$ cat config.mk
export PLATFORM = sky130hd
export DESIGN_NAME = seg_scan_mux_flat
export DESIGN_NICKNAME = d
export VERILOG_FILES = /design/src/rtl/seg_pkg.sv /design/src/rtl/seg_scan_mux_if.sv /design/src/rtl/seg_scan_timer.sv /design/src/rtl/seg_scan_mux.sv /design/src/flat_wrapper.sv
export SDC_FILE = /design/constraint.sdc
export NUM_CORES = 1
export LEC_CHECK = 0
export CAP_MARGIN = 20
export CORE_AREA = 2 2 80 82
export DETAILED_ROUTE_END_ITERATION = 8
export DIE_AREA = 0 0 82 84
export PLACE_DENSITY = 0.81
export SLEW_MARGIN = 20
export SYNTH_ARGS = -nofsm -noshare
export SYNTH_HDL_FRONTEND = slang
export SYNTH_SLANG_ARGS = --single-unit
$ cat constraint.sdc
create_clock -name clk_i -period 5.3 [get_ports clk_i]
set_input_delay 1.06 -clock clk_i [delete_from_list [all_inputs] [get_ports clk_i]]
set_output_delay 1.06 -clock clk_i [all_outputs]
set_load 0.005 [all_outputs]
$ cat src/rtl/seg_pkg.sv
// seg_pkg: shared display definitions for the clock2 display path.
//   - segment pattern type and bit order {g,f,e,d,c,b,a} (bit 0 = a)
//   - SEG_ZERO / SEG_BLANK patterns
//   - digit index constants, 5 = hour-high (leftmost) .. 0 = second-low
//   - debug view of the scan timer state
package seg_pkg;

    localparam int SEG_W      = 7;
    localparam int NUM_DIGITS = 6;

    typedef logic [SEG_W-1:0] seg_t;
    typedef logic [2:0]       digit_t;

    // Segment bit positions inside a seg_t.
    localparam int SEG_A = 0;
    localparam int SEG_B = 1;
    localparam int SEG_C = 2;
    localparam int SEG_D = 3;
    localparam int SEG_E = 4;
    localparam int SEG_F = 5;
    localparam int SEG_G = 6;

    localparam seg_t SEG_ZERO  = 7'h3F;
    localparam seg_t SEG_BLANK = 7'h00;

    localparam digit_t DIG_HRH  = 3'd5;
    localparam digit_t DIG_HRL  = 3'd4;
    localparam digit_t DIG_MINH = 3'd3;
    localparam digit_t DIG_MINL = 3'd2;
    localparam digit_t DIG_SECH = 3'd1;
    localparam digit_t DIG_SECL = 3'd0;

    // Observable scan state (slot zero-extended to a fixed width).
    typedef struct packed {
        logic       active;
        digit_t     digit;
        logic [7:0] slot;
        logic       blink_phase;
    } scan_dbg_t;

    function automatic logic [NUM_DIGITS-1:0] digit_onehot(digit_t d);
        return NUM_DIGITS'(1) << d;
    endfunction

endpackage

$ cat src/rtl/seg_scan_mux_if.sv
// seg_scan_mux_if: the six digit segment patterns coming from clock2.
//   master : producer side (clock2), drives the patterns
//   slave  : consumer side (seg_scan_mux), reads the patterns
// Patterns are active-high {g,f,e,d,c,b,a}. There is no handshake: the
// producer holds a level and the consumer samples it once per frame.
interface seg_scan_mux_if;
    import seg_pkg::*;

    seg_t hrhigh_i;
    seg_t hrlow_i;
    seg_t minhigh_i;
    seg_t minlow_i;
    seg_t sechigh_i;
    seg_t seclow_i;

    modport master (
        output hrhigh_i, hrlow_i, minhigh_i, minlow_i, sechigh_i, seclow_i
    );

    modport slave (
        input  hrhigh_i, hrlow_i, minhigh_i, minlow_i, sechigh_i, seclow_i
    );

endinterface

$ cat src/rtl/seg_scan_timer.sv
// seg_scan_timer: slot/digit scan counters plus frame counter and blink phase.
// Ports:
//   clk_i, rst_ni        clock, async active-low reset
//   en_i                 display enable; low parks the scan and holds blink
//   slot_q, digit_q      current slot (0..SCAN_DIV-1) and digit (5..0)
//   active_q             scan running (cleared by reset or en_i low)
//   frame_pulse          registered: this cycle is a snapshot cycle
//   blink_phase          registered: 1 = on (digits shown, colon lit)
//   slot_d .. phase_d    next-state values, so the caller can register its
//                        outputs in the same edge as the counters and keep
//                        them aligned with slot_q/digit_q
module seg_scan_timer
    import seg_pkg::*;
#(
    parameter int SCAN_DIV     = 4,
    parameter int BLINK_FRAMES = 2,
    localparam int SLOT_W      = (SCAN_DIV > 1) ? $clog2(SCAN_DIV) : 1
) (
    input  logic              clk_i,
    input  logic              rst_ni,
    input  logic              en_i,
    output logic [SLOT_W-1:0] slot_q,
    output digit_t            digit_q,
    output logic              active_q,
    output logic              frame_pulse,
    output logic              blink_phase,
    output logic [SLOT_W-1:0] slot_d,
    output digit_t            digit_d,
    output logic              active_d,
    output logic              frame_d,
    output logic              phase_d
);

    localparam int                FCNT_W    = $clog2(BLINK_FRAMES + 1);
    localparam logic [SLOT_W-1:0] SLOT_LAST = SLOT_W'(SCAN_DIV - 1);
    localparam logic [FCNT_W-1:0] FCNT_TOP  = FCNT_W'(BLINK_FRAMES);

    // Counts frames since the last phase toggle. It starts at 0 after reset
    // so that the first BLINK_FRAMES frames run with the phase on.
    logic [FCNT_W-1:0] fcnt_q, fcnt_d;

    always_comb begin
        active_d = active_q;
        slot_d   = slot_q;
        digit_d  = digit_q;
        frame_d  = 1'b0;
        fcnt_d   = fcnt_q;
        phase_d  = blink_phase;

        if (!en_i) begin
            active_d = 1'b0;
            slot_d   = '0;
            digit_d  = DIG_HRH;
        end else if (!active_q) begin
            // First enabled cycle is always a fresh frame at digit 5.
            active_d = 1'b1;
            slot_d   = '0;
            digit_d  = DIG_HRH;
            frame_d  = 1'b1;
        end else if (slot_q == SLOT_LAST) begin
            slot_d = '0;
            if (digit_q == DIG_SECL) begin
                digit_d = DIG_HRH;
                frame_d = 1'b1;
            end else begin
                digit_d = digit_q - 3'd1;
            end
        end else begin
            slot_d = slot_q + SLOT_W'(1);
        end

        // Blink counter only moves on frames, so it holds while disabled.
        if (frame_d) begin
            if (fcnt_q == FCNT_TOP) begin
                phase_d = ~blink_phase;
                fcnt_d  = FCNT_W'(1);
            end else begin
                fcnt_d  = fcnt_q + FCNT_W'(1);
            end
        end
    end

    always_ff @(posedge clk_i or negedge rst_ni) begin
        if (!rst_ni) begin
            slot_q      <= '0;
            digit_q     <= '0;
            active_q    <= 1'b0;
            frame_pulse <= 1'b0;
            fcnt_q      <= '0;
            blink_phase <= 1'b1;
        end else begin
            slot_q      <= slot_d;
            digit_q     <= digit_d;
            active_q    <= active_d;
            frame_pulse <= frame_d;
            fcnt_q      <= fcnt_d;
            blink_phase <= phase_d;
        end
    end

endmodule

$ cat src/rtl/seg_scan_mux.sv
// seg_scan_mux: time-multiplexes six 7-segment digits onto one segment bus.
// Ports:
//   clk_i, rst_ni   clock, async active-low reset
//   en_i            display enable
//   lzb_i           blank hour-high digit when its snapshot shows '0'
//   blink_i         per-digit blink mask (bit5 = hour-high), sampled live
//   dig_if          six segment patterns from clock2 (slave modport)
//   seg_o, dp_o     shared segment bus and colon (decimal point)
//   an_o            one-hot digit enables, bit5 = leftmost
//   frame_o         one-cycle pulse when a new snapshot is taken
//   dbg_o           scan timer state for observation
// seg_o/dp_o/an_o are active-low when ACTIVE_LOW = 1; all internal logic is
// active-high and inverted only at the output registers.
module seg_scan_mux
    import seg_pkg::*;
#(
    parameter int SCAN_DIV     = 4,
    parameter int DEAD         = 1,
    parameter int BLINK_FRAMES = 2,
    parameter bit ACTIVE_LOW   = 1'b1
) (
    input  logic                  clk_i,
    input  logic                  rst_ni,
    input  logic                  en_i,
    input  logic                  lzb_i,
    input  logic [NUM_DIGITS-1:0] blink_i,
    seg_scan_mux_if.slave         dig_if,
    output seg_t                  seg_o,
    output logic                  dp_o,
    output logic [NUM_DIGITS-1:0] an_o,
    output logic                  frame_o,
    output scan_dbg_t             dbg_o
);

    localparam int SLOT_W = (SCAN_DIV > 1) ? $clog2(SCAN_DIV) : 1;

    logic [SLOT_W-1:0] slot_q, slot_d;
    digit_t            digit_q, digit_d;
    logic              active_q, active_d;
    logic              frame_pulse, frame_d;
    logic              blink_phase, phase_d;

    seg_scan_timer #(
        .SCAN_DIV     (SCAN_DIV),
        .BLINK_FRAMES (BLINK_FRAMES)
    ) u_timer (
        .clk_i       (clk_i),
        .rst_ni      (rst_ni),
        .en_i        (en_i),
        .slot_q      (slot_q),
        .digit_q     (digit_q),
        .active_q    (active_q),
        .frame_pulse (frame_pulse),
        .blink_phase (blink_phase),
        .slot_d      (slot_d),
        .digit_d     (digit_d),
        .active_d    (active_d),
        .frame_d     (frame_d),
        .phase_d     (phase_d)
    );

    // Snapshot: element [5] is hour-high.
    logic [NUM_DIGITS-1:0][SEG_W-1:0] snap_q, snap_d;

    logic [NUM_DIGITS-1:0] an_d, an_q;
    seg_t                  seg_d, seg_q, cur_seg;
    logic                  dp_d, dp_q;
    logic                  lit;

    always_comb begin
        snap_d = snap_q;
        if (frame_d) begin
            snap_d = {dig_if.hrhigh_i, dig_if.hrlow_i,  dig_if.minhigh_i,
                      dig_if.minlow_i, dig_if.sechigh_i, dig_if.seclow_i};
        end
    end

    // Outputs are computed from the next counter state and registered on the
    // same edge as the counters, so an_o/seg_o line up with slot_q/digit_q.
    always_comb begin
        lit     = active_d && (int'(slot_d) >= DEAD);
        cur_seg = snap_d[digit_d];

        if (lzb_i && (digit_d == DIG_HRH) && (cur_seg == SEG_ZERO)) begin
            cur_seg = SEG_BLANK;
        end
        if (!phase_d && blink_i[digit_d]) begin
            cur_seg = SEG_BLANK;
        end

        an_d  = '0;
        seg_d = SEG_BLANK;
        dp_d  = 1'b0;
        if (lit) begin
            an_d  = digit_onehot(digit_d);
            seg_d = cur_seg;
            // Colon dots sit after hour-low and minute-low.
            dp_d  = phase_d && ((digit_d == DIG_HRL) || (digit_d == DIG_MINL));
        end
    end

    always_ff @(posedge clk_i or negedge rst_ni) begin
        if (!rst_ni) begin
            snap_q <= '0;
            an_q   <= {NUM_DIGITS{ACTIVE_LOW}};
            seg_q  <= {SEG_W{ACTIVE_LOW}};
            dp_q   <= ACTIVE_LOW;
        end else begin
            snap_q <= snap_d;
            an_q   <= an_d  ^ {NUM_DIGITS{ACTIVE_LOW}};
            seg_q  <= seg_d ^ {SEG_W{ACTIVE_LOW}};
            dp_q   <= dp_d  ^ ACTIVE_LOW;
        end
    end

    assign an_o    = an_q;
    assign seg_o   = seg_q;
    assign dp_o    = dp_q;
    assign frame_o = frame_pulse;

    always_comb begin
        dbg_o             = '0;
        dbg_o.active      = active_q;
        dbg_o.digit       = digit_q;
        dbg_o.slot        = 8'(slot_q);
        dbg_o.blink_phase = blink_phase;
    end

endmodule

$ cat src/flat_wrapper.sv
// flat-port wrapper written by rule: the top's interface ports become plain ports
module seg_scan_mux_flat import seg_pkg::*;
#(
    parameter int SCAN_DIV     = 4,
    parameter int DEAD         = 1,
    parameter int BLINK_FRAMES = 2,
    parameter bit ACTIVE_LOW   = 1'b1
)
  (clk_i, rst_ni, en_i, lzb_i, blink_i, seg_o, dp_o, an_o, frame_o, dbg_o, dig_if_hrhigh_i, dig_if_hrlow_i, dig_if_minhigh_i, dig_if_minlow_i, dig_if_sechigh_i, dig_if_seclow_i);
  seg_scan_mux_if dig_if_i ();
  input  logic clk_i;
  input  logic rst_ni;
  input  logic en_i;
  input  logic lzb_i;
  input  logic [NUM_DIGITS-1:0] blink_i;
  output seg_t seg_o;
  output logic dp_o;
  output logic [NUM_DIGITS-1:0] an_o;
  output logic frame_o;
  output scan_dbg_t dbg_o;
  input wire logic [$bits(dig_if_i.hrhigh_i)-1:0] dig_if_hrhigh_i;
  input wire logic [$bits(dig_if_i.hrlow_i)-1:0] dig_if_hrlow_i;
  input wire logic [$bits(dig_if_i.minhigh_i)-1:0] dig_if_minhigh_i;
  input wire logic [$bits(dig_if_i.minlow_i)-1:0] dig_if_minlow_i;
  input wire logic [$bits(dig_if_i.sechigh_i)-1:0] dig_if_sechigh_i;
  input wire logic [$bits(dig_if_i.seclow_i)-1:0] dig_if_seclow_i;
  assign dig_if_i.hrhigh_i = dig_if_hrhigh_i;
  assign dig_if_i.hrlow_i = dig_if_hrlow_i;
  assign dig_if_i.minhigh_i = dig_if_minhigh_i;
  assign dig_if_i.minlow_i = dig_if_minlow_i;
  assign dig_if_i.sechigh_i = dig_if_sechigh_i;
  assign dig_if_i.seclow_i = dig_if_seclow_i;
  seg_scan_mux #(.SCAN_DIV(SCAN_DIV), .DEAD(DEAD), .BLINK_FRAMES(BLINK_FRAMES), .ACTIVE_LOW(ACTIVE_LOW)) u_core (.clk_i(clk_i), .rst_ni(rst_ni), .en_i(en_i), .lzb_i(lzb_i), .blink_i(blink_i), .dig_if(dig_if_i), .seg_o(seg_o), .dp_o(dp_o), .an_o(an_o), .frame_o(frame_o), .dbg_o(dbg_o));
endmodule
== Word level (Yosys, flattened, before mapping) ==
Cells that the tools add are included.

* Flip-flop bits (word level): 66
* Latch bits: 0
* RAM bits: 0
* ROM bits: 0
* Input bits: 52
* Logic and storage cells: 64
* Memories kept: 0

* Add/sub/neg operators: 3
* $mul: 0
* Divide/modulo/power cells: 0
* $lt $le $gt $ge: 2
* Equal/unequal tests: 6
* Shifts and indexed selects: 1
* Muxes and demuxes: 25
* Bitwise gates (word level): 4
* Reductions and logical operators: 8

{| class="wikitable"
|+ Operator list
! kind !! count
|-
| 42-bit two-way mux || 1
|-
| 7-bit two-way mux || 4
|-
| 7-bit binary-select mux with 3-bit select || 1
|-
| 3-bit two-way mux || 4
|-
| 1-bit two-way mux || 9
|-
| 2-bit two-way mux || 4
|-
| 7-bit by 6-bit equality test with 1-bit output, second input constant || 1
|-
| 7-bit inverter || 1
|-
| 3-bit equality test, second input constant || 2
|-
| 6-bit two-way mux || 1
|-
| 6-bit inverter || 1
|-
| 1-bit by 3-bit left shift with 6-bit output, first input constant || 1
|-
| 1-bit logical AND || 5
|-
| 2-bit by 1-bit adder with 2-bit output, second input constant || 2
|-
| 2-bit equality test, second input constant || 2
|-
| 3-bit by 4-bit less-than comparator with 1-bit output, second input constant || 1
|-
| 1-bit binary-select mux with 3-bit select || 1
|-
| 3-bit by 2-bit equality test with 1-bit output, second input constant || 1
|-
| 3-bit logical NOT || 1
|-
| 3-bit by 1-bit subtractor with 3-bit output, second input constant || 1
|-
| 2-bit by 1-bit greater-or-equal comparator with 1-bit output, second input constant || 1
|-
| 1-bit inverter || 2
|-
| 1-bit logical NOT || 1
|-
| 1-bit logical OR || 1
|}

== Depth between registers and ports, before layout ==
Gate-level depths: netlist (run 1).

* Word-level depth: 14
* Gate-level depth with buffers: 10
* Gate-level depth less buffers: 9

== Modules after synthesis ==
A second synthesis (run 1) with hierarchy kept.

* Cells, all modules: 236
* Area total of the unflattened synthesis: 3130.5 sq um

{| class="wikitable"
|+ By module, submodules not included
! module !! times used !! cells an instance !! area each (sq um) !! seq. area each (sq um)
|-
| seg_scan_mux || 1 || 199 || 2696.3 || 1418.9
|-
| seg_scan_timer || 1 || 37 || 434.2 || 251.5
|}

== Worst setup path after synthesis (run 1) ==
No wires, ideal clock.

* Path type: input -> register
* Start: input port en_i
* End: register u_core.seg_q[5] (netlist: u_core.seg_o[5])
* Setup time: 0.088 ns
* Data arrival time: 2.921 ns
* Data required time: 5.212 ns
* Setup slack: 2.291 ns
* Cell stages on the path: 8
* Path buffers: 1
* Cell sequence: clkbuf_1 > o21ai_4 > inv_2 > mux2_4 > or2_0 > a222oi_1 > o31ai_1 > or3b_1

{| class="wikitable"
|+ RTL lines
! what !! line !! text
|-
| start: declaration || flat_wrapper.sv:13 || <nowiki>input logic en_i;</nowiki>
|-
| end signal: assignment || seg_scan_mux.sv:106 || <nowiki>seg_q <= {SEG_W{ACTIVE_LOW}};</nowiki>
|-
| end signal: assignment || seg_scan_mux.sv:111 || <nowiki>seg_q <= seg_d ^ {SEG_W{ACTIVE_LOW}};</nowiki>
|-
| end: declaration || seg_scan_mux.sv:66 || <nowiki>seg_t seg_d, seg_q, cur_seg;</nowiki>
|}

== Final worst setup path (run 1) ==
* Start: input port en_i
* End: register u_core.seg_q[5] (netlist: u_core.seg_o[5])

* Longest elaborated chain between the ends: 10
* Elaborated cells on any way between the ends: 22

{| class="wikitable"
|+ RTL lines
! what !! line !! text
|-
| 1-bit two-way mux || seg_scan_timer.sv:50 || <nowiki>if (!en_i) begin</nowiki>
|-
| 42-bit two-way mux || seg_scan_mux.sv:72 || <nowiki>if (frame_d) begin</nowiki>
|-
| 7-bit binary-select mux with 3-bit select || seg_scan_mux.sv:82 || <nowiki>cur_seg = snap_d[digit_d];</nowiki>
|-
| 7-bit two-way mux (implied by the code) || seg_scan_mux.sv:82 ||
|-
| 7-bit by 6-bit equality test with 1-bit output || seg_scan_mux.sv:84 || <nowiki>if (lzb_i && (digit_d == DIG_HRH) && (cur_seg == SEG_ZERO)) begin</nowiki>
|-
| 1-bit logical AND || seg_scan_mux.sv:84 ||
|-
| 7-bit two-way mux || seg_scan_mux.sv:84 ||
|-
| 7-bit two-way mux || seg_scan_mux.sv:87 || <nowiki>if (!phase_d && blink_i[digit_d]) begin</nowiki>
|-
| 7-bit two-way mux (*) || seg_scan_mux.sv:94 || <nowiki>if (lit) begin</nowiki>
|-
| 7-bit inverter (no line) (*) || - ||
|}

Mark *: on every way between the ends. The rest lies on a longest branch, timed or not. The select of a mux whose other input is x is not followed.
A chain may end at the register's enable or synchronous reset.

==> results of run 1 <==
-- flip-flops by register name (all words and copies together) (netlist names) --
register	cells
u_core.seg_o	7
u_core.an_o	6
u_core.dp_o	1
u_core.u_timer.frame_pulse	1
u_core.u_timer.fcnt_q	2
u_core.u_timer.digit_q	3
u_core.u_timer.active_q	1
u_core.u_timer.blink_phase	1
u_core.snap_q	42
u_core.u_timer.slot_q	2
-- critical path: cells and delay by family --
| family | cells | cell delay, ps |
|---|---|---|
| AO/OA/AOI/OAI | 3 | 1160 |
| buffers and inverters | 1 | 740 |
| multiplexers | 1 | 710 |
| AND/OR/NAND/NOR | 3 | 500 |
-- where the power goes --
| group | internal [uW] | switching (uW) | total, uW | leakage [uW] |
|---|---|---|---|---|
| Clock | 216 | 190 | 406 | 0.0000954 |
| Sequential | 574 | 30.6 | 605 | 0.000764 |
| Combinational | 117 | 86.5 | 204 | 0.000769 |
| Total | 907 | 307 | 1210 | 0.00163 |
-- worst min-delay path by stage --
stage | end | slack, ps | depth (start not counted)
final | u_core.u_timer.slot_q[0]$_DFF_PN0_ | 470 | 1
after global routing | u_core.snap_q[1]$_DFF_PN0_ | 500 | 2
after CTS | u_core.snap_q[1]$_DFF_PN0_ | 480 | 2
after detailed placement | u_core.snap_q[1]$_DFF_PN0_ | 460 | 2
after global placement | u_core.snap_q[1]$_DFF_PN0_ | 440 | 2
after floorplan | u_core.snap_q[1]$_DFF_PN0_ | 430 | 2
-- layer usage --
| metal | routed length (um) | GRT usage (%) |
|---|---|---|
| met1 | 2900 | 29.5 |
| met5 | 0 | 0 |
| met4 | 183 | 10.6 |
| met3 | 471 | 5.52 |
| met2 | 3460 | 34.7 |
-- through the flow --
stage          power, uW  util (%)
2_1_floorplan        723         -
3_3_place_gp         811      63.5
3_5_place_dp         817      63.5
4_1_cts             1230      66.6
5_1_grt             1280      66.6
6_report            1210      66.6
-- logic make-up after synthesis --
logic type      Yosys count  synth area share, %
flops                    66                 53.4
fa+ha+maj                 1                0.400
buf+inv                  34                 5.52
simple gates             78                 14.1
compound gates           45                 11.1
mux                      40                 14.2
other cells               1                0.120
xor+xnor                  4                 1.12
-- area by class of cell --
cell class	instances	area [sq um]
Clock buffer	9	124
Clock inverter	7	68.8
Fill cell	502	2030
Inverter	14	52.6
Multi-Input combinational cell	174	1300
Sequential cell	66	1670
Tap cell	77	96.3
Timing Repair Buffer	76	748
-- cells in the final DEF, fill, tap and decap left out, drive strengths merged, types with 8 or more instances in the layout --
cell           netlist  layout
clkbuf               6       9
inv                 14      15
dfstp               15      15
dfrtp               51      51
clkdlybuf4s50        0      72
nand2               26      26
o21ai                9       9
mux2i                8       8
nor2                 8       8
mux2                32      32
==> results.md, run 1 <==
| Item | Value |
|---|---|
| Post-CTS Hold Fix Bufs | 0 |
| I/O Buffers | 73 |
| Slew Limit Fails | 0 |
| Number of failing setup endpoints in the final timing report | 0 |
| Cell count after placement | 407 |
| Height of the chip | 84 um |
| Number of top-level pins | 80 |
| Req. time, crit path | 5590 ps |
| Gate count after technology mapping | 269 |
| Drt pass-1 iters | 4 |
| Wire length per cell | 16.6 um |
| Layout cells sized above 1 | 21.1% |
| Data arrival time of the critical path | 4160 ps |
| Routed wire length | 7010 um |
| Cell taking the most area after synthesis | sky130_fd_sc_hd__dfrtp_1 |
| Endpoint of the worst register-to-register path | u_core.seg_o[5]$_DFF_PN1_ |
| Clock tree root buffer cell | sky130_fd_sc_hd__clkbuf_8 |
| Kind of end point of the critical path | flop |
| Maximum number of pins on one net before global-route repair | 67 |
| Fmax | 258 MHz |
| Count of antenna-violating nets left after detailed routing | 0 |
| Max clock buf depth | 2 |
| Power density over the cells | 299 nW/um^2 |
| Post-Synthesis Mean Instance Area | 11.6 sq um |
| Biggest area contributors in the synthesized netlist | sky130_fd_sc_hd__dfrtp_1, sky130_fd_sc_hd__dfstp_2, sky130_fd_sc_hd__mux2_2 |
| Via count | 2,333 |
| Synth unique cells | 55 |
| Floorplan Core Area | 6100 sq um |
| Launch point of the worst path | en_i |
| Initial Utilization | 51.3% |
| CTS tree | yes |
| Area share of the largest cell type after synthesis | 40.8% |
| Status | completed |
| Non-filler cells in the finished layout | 423 |
| Reg-to-reg slack, setup | 1770 ps |
| Leading cell types by count after synthesis | sky130_fd_sc_hd__dfrtp_1, sky130_fd_sc_hd__mux2_2, sky130_fd_sc_hd__nand2_1 |
| Site row count | 29 |
| Area of all placed cells without fillers | 4060 sq um |
| Relative slew slack | 40.0% |
| RSZ-0062 raised after global routing | no |
| Dpl ws | 1090 ps |
| Worst Hold Launch | u_core.u_timer.slot_q[0]$_DFF_PN0_ |
| Share of the cycle needed by the critical path after routing | 73.0% |
| CTS resizes | 0 |
| Post-detailed-placement half-perimeter wirelength | 5210 um |
| Reg2reg start | u_core.u_timer.slot_q[0]$_DFF_PN0_ |
| Die area | 6890 sq um |
| Type of origin of the critical path | input pin |
| Layout overhead on the synthesized area | 29.9% |
| Final Critical Period | 3870 ps |
| Total clock buffers created by CTS | 9 |
| Initial antenna violation count | 0 |
| Number of maximum-capacitance constraint violations | 0 |
| Sequential cell area fraction in the yosys report | 53.4% |
| Number of flops mapped to enable cells by yosys | 0 |
| Number of vias per cell | 5.52 |
| Via count of the first global-routing pass | 2,343 |
| Post-route setup TNS | 0 ps |
| Share of async-settable or async-resettable flops after synthesis | 100% |
| Die X-Extent | 82 um |
| Number of synthesis warnings | 0 |
| CP Max Fanout | 12 |
| Overflow left after global routing | 0 |
| Crit path setup slack, layout | 1430 ps |
| Most frequent cell after synthesis | sky130_fd_sc_hd__dfrtp_1 |
| Iter 0 DRT Violations | 184 |
| Largest clock skew in the final design | 8.68 ps |
| Worst hold slack across all endpoints | 472 ps |
| Global placer's final weighted congestion | 0.890 |
| Area after DPL | 3870 sq um |
| Worst-case reg-to-reg path depth | 10 |
| FF+latch count, synth | 66 |
| Number of diodes added for antenna fixing | 0 |
| Crit path top cell by count | sky130_fd_sc_hd__o221ai_1 |
| Slew of the pin with the lowest slew margin | 876 ps |
| Residual DRC count | 0 |
| Post-synthesis instance area | 3130 sq um |
| Crit-path cells | clkdlybuf4s50_1 -> nand3_1 -> mux2i_1 -> o221ai_1 -> o221ai_1 -> nand4_1 -> o31ai_1 -> or3b_1 |
| First-pass GRT wire length | 11,500 um |
| CTS sink count | 66 |
| Clock transition at the register clock pins on the worst setup and hold paths after CTS | 70 ps |
| Clock insertion delay at the later pin of the skew report | 340 ps |
| Count of nets after finishing | 394 |
| Overall fraction of global-route tracks in use | 22.5% |
| Count of buffers added by post-CTS timing repair for setup | 0 |
| Class of the most critical setup path | in -> reg |
| Maximum VDD drop | 0.194 mV |
| Critical path's largest stage delay | 740 ps |
| Most used DFF post-synth | sky130_fd_sc_hd__dfrtp_1 |
| Total number of H-tree levels | 3 |
| Endpoint of the worst setup timing path | u_core.seg_o[5]$_DFF_PN1_ |
| Worst hold-check path type | reg -> reg |
| LEAKAGE | 0.00163 uW |
| Endpoints failing hold | 0 |
| Worst path slowest cell | sky130_fd_sc_hd__clkdlybuf4s50_1 |
No activity file was read; power rests on OpenSTA's default activity.
==> run 2, diff against run 1 <==
CORE_AREA = 2 2 88 90   (was 2 2 80 82)
DIE_AREA = 0 0 90 92   (was 0 0 82 84)
PLACE_DENSITY = 0.71   (was 0.81)
clock period = 3.47 ns   (was 5.3 ns; I/O delays follow)
==> results.md, run 2 (same netlist as run 1, synthesis figures left out) <==
| Item | Value | vs previous |
|---|---|---|
| Die area | 8280 sq um | +20% |
| Slew of the pin with the lowest slew margin | 557 ps | -318 ps |
| Number of failing setup endpoints in the final timing report | 0 | unchanged |
| Area of all placed cells without fillers | 4160 sq um | +2.3% |
| Initial Utilization | 42.0% | -9.3 points |
| Number of flip-flops under the largest register name | 42 | unchanged |
| Routed wire length | 7120 um | +1.5% |
| Number of vias per cell | 5.06 | -8.2% |
| CTS sink count | 66 | unchanged |
| Reg2reg start | u_core.u_timer.slot_q[0]$_DFF_PN0_ |  |
| Launch point of the worst path | u_core.u_timer.slot_q[0]$_DFF_PN0_ |  |
| Fmax | 327 MHz |  |
| Die X-Extent | 90 um | +9.8% |
| Endpoint of the worst register-to-register path | u_core.seg_o[0]$_DFF_PN1_ |  |
| Data arrival time of the critical path | 3340 ps | -820 ps |
| Filler cells | 660 | +31% |
| Clock transition at the register clock pins on the worst setup and hold paths after CTS | 70 ps | about the same |
| Worst-case reg-to-reg path depth | 11 | +1 |
| Global placer's final weighted congestion | 0.846 | -5.0% |
| Number of top-level pins | 80 | unchanged |
| Endpoints failing hold | 0 | unchanged |
| Worst hold-check path type | in -> async |  |
| Clock insertion delay at the later pin of the skew report | 350 ps | about the same |
| Iter 0 DRT Violations | 94 | -49% |
| Slew Limit Fails | 0 | unchanged |
| RSZ-0062 raised after global routing | no |  |
| CTS resizes | 0 | unchanged |
| Floorplan Core Area | 7450 sq um | +22% |
| CTS tree | yes |  |
| Overall fraction of global-route tracks in use | 18.4% | -4.1 points |
| Total power of the final layout | 1830 uW | +51% |
| Crit path top cell by count | sky130_fd_sc_hd__buf_4 |  |
| Status | completed |  |
| Worst path slowest cell | sky130_fd_sc_hd__nor4b_4 |  |
| Max clock buf depth | 2 | unchanged |
| Critical path's largest stage delay | 470 ps | -270 ps |
| Number of diodes added for antenna fixing | 0 | unchanged |
| Relative slew slack | 62.8% | +23 points |
| Number of maximum-capacitance constraint violations | 0 | unchanged |
| Most flops, register | u_core.snap_q |  |
| Crit path setup slack, layout | 412 ps | -1020 ps |
| Most common library cell in the layout ignoring fill and taps | sky130_fd_sc_hd__clkdlybuf4s50_1 |  |
| Count of nets after finishing | 403 | +2.3% |
| Height of the chip | 92 um | +9.5% |
| Layout cells sized above 1 | 22.5% | +1.4 points |
| Count of antenna-violating nets left after detailed routing | 0 | unchanged |
| Crit-path cells | ha_1 -> nor4b_4 -> o21ai_4 -> inv_2 -> buf_4 -> mux2i_1 -> o221ai_1 -> nand4_1 -> o31ai_1 -> buf_4 -> nand2b_1 |  |
| LEAKAGE | 0.00167 uW | +2.7% |
| Class of the most critical setup path | reg -> reg |  |
| Overflow left after global routing | 0 | unchanged |
| First-pass GRT wire length | 11,600 um | +0.72% |
| CP Max Fanout | 18 | +6 |
| Final core utilization | 55.8% | -11 points |
| Post-route setup TNS | 0 ps | unchanged |
| Area after DPL | 3970 sq um | +2.6% |
| Type of origin of the critical path | flop |  |
| Layout overhead on the synthesized area | 32.9% |  |
| Share of the cycle needed by the critical path after routing | 88.1% |  |
| Wire length per cell | 15.6 um | -6.0% |
| Maximum number of pins on one net before global-route repair | 47 | -30% |
| I/O Buffers | 73 | unchanged |
| Dpl ws | 101 ps | -989 ps |
| Residual DRC count | 0 | unchanged |
| Req. time, crit path | 3760 ps | -1830 ps |
| Drt pass-1 iters | 4 | unchanged |
| Via count | 2,314 | -0.81% |
| Kind of end point of the critical path | flop |  |
| Via count of the first global-routing pass | 2,265 | -3.3% |
| Reg-to-reg slack, setup | 410 ps | -1360 ps |
| Clock tree root buffer cell | sky130_fd_sc_hd__clkbuf_8 |  |
| Post-CTS Hold Fix Bufs | 0 | unchanged |
| Power density over the cells | 440 nW/um^2 | +47% |
| Count of buffers added by post-CTS timing repair for setup | 0 | unchanged |
| Site row count | 32 | +10% |
| Final Critical Period | 3060 ps |  |
| Total number of H-tree levels | 3 | unchanged |
| Total clock buffers created by CTS | 9 | unchanged |
| Largest clock skew in the final design | 10.7 ps | +1.97 ps |
| Maximum VDD drop | 0.242 mV | +25% |
| Highest-count cells in the layout ignoring fill and taps | sky130_fd_sc_hd__clkdlybuf4s50_1, sky130_fd_sc_hd__dfrtp_1, sky130_fd_sc_hd__mux2_2 |  |
| Post-detailed-placement half-perimeter wirelength | 5370 um | +3.2% |
| Endpoint of the worst setup timing path | u_core.seg_o[0]$_DFF_PN1_ |  |
| Initial antenna violation count | 0 | unchanged |
==> run 2: final cells by class <==
cell class | count | area, sq um | area share, %
Sequential cell | 66 | 1670 | 40.2
Multi-Input combinational cell | 174 | 1300 | 31.3
Timing Repair Buffer | 85 | 818 | 19.7
Clock buffer | 14 | 173 | 4.15
Tap cell | 102 | 128 | 3.07
Inverter | 14 | 52.6 | 1.26
Clock inverter | 2 | 12.5 | 0.301
==> run 2: where the power goes <==
part	switching (uW)	total [uW]	internal, uW
Sequential	46.1	923	877
Clock	275	592	317
Combinational	130	313	184
Total	451	1830	1380
==> run 2: worst min path at each step <==
| stage | start | end | slack, ps | cells past startpoint |
|---|---|---|---|---|
| detailed placement | u_core.snap_q[1]$_DFF_PN0_ | u_core.snap_q[1]$_DFF_PN0_ | 460 | 2 |
| floorplan | rst_ni | u_core.snap_q[0]$_DFF_PN0_ | 400 | 0 |
| global placement | u_core.snap_q[1]$_DFF_PN0_ | u_core.snap_q[1]$_DFF_PN0_ | 450 | 2 |
| finish | rst_ni | u_core.snap_q[20]$_DFF_PN0_ | 340 | 1 |
| CTS | u_core.snap_q[41]$_DFF_PN0_ | u_core.snap_q[41]$_DFF_PN0_ | 480 | 2 |
| global route | rst_ni | u_core.snap_q[20]$_DFF_PN0_ | 390 | 1 |
==> run 2: stage by stage <==
stage / hold WS [ps] / cells
detailed placement: 461 / 441
floorplan: 398 / 274
finish: 343 / 457
global route: 388 / 457
CTS: 476 / 457
global placement: 447 / 441
==> run 2: metal layers <==
layer,part of all wire (%),vias to the layer above,track usage [%]
met1,46,1120,24.5
met3,5.0,10,4.85
met2,47,75,28.3
li1,-,1109,-
met4,2.0,0,8.21
met5,0,-,0
==> run 2: critical path, delay by kind of cell, from the launching register on <==
family | cells | cell delay [ps]
adders and majority gates | 1 | 400
DFF | 1 | 380
and+or+nand+nor | 3 | 730
buffers and inverters | 3 | 620
muxes | 1 | 150
AOI/OAI and AO/OA | 3 | 700
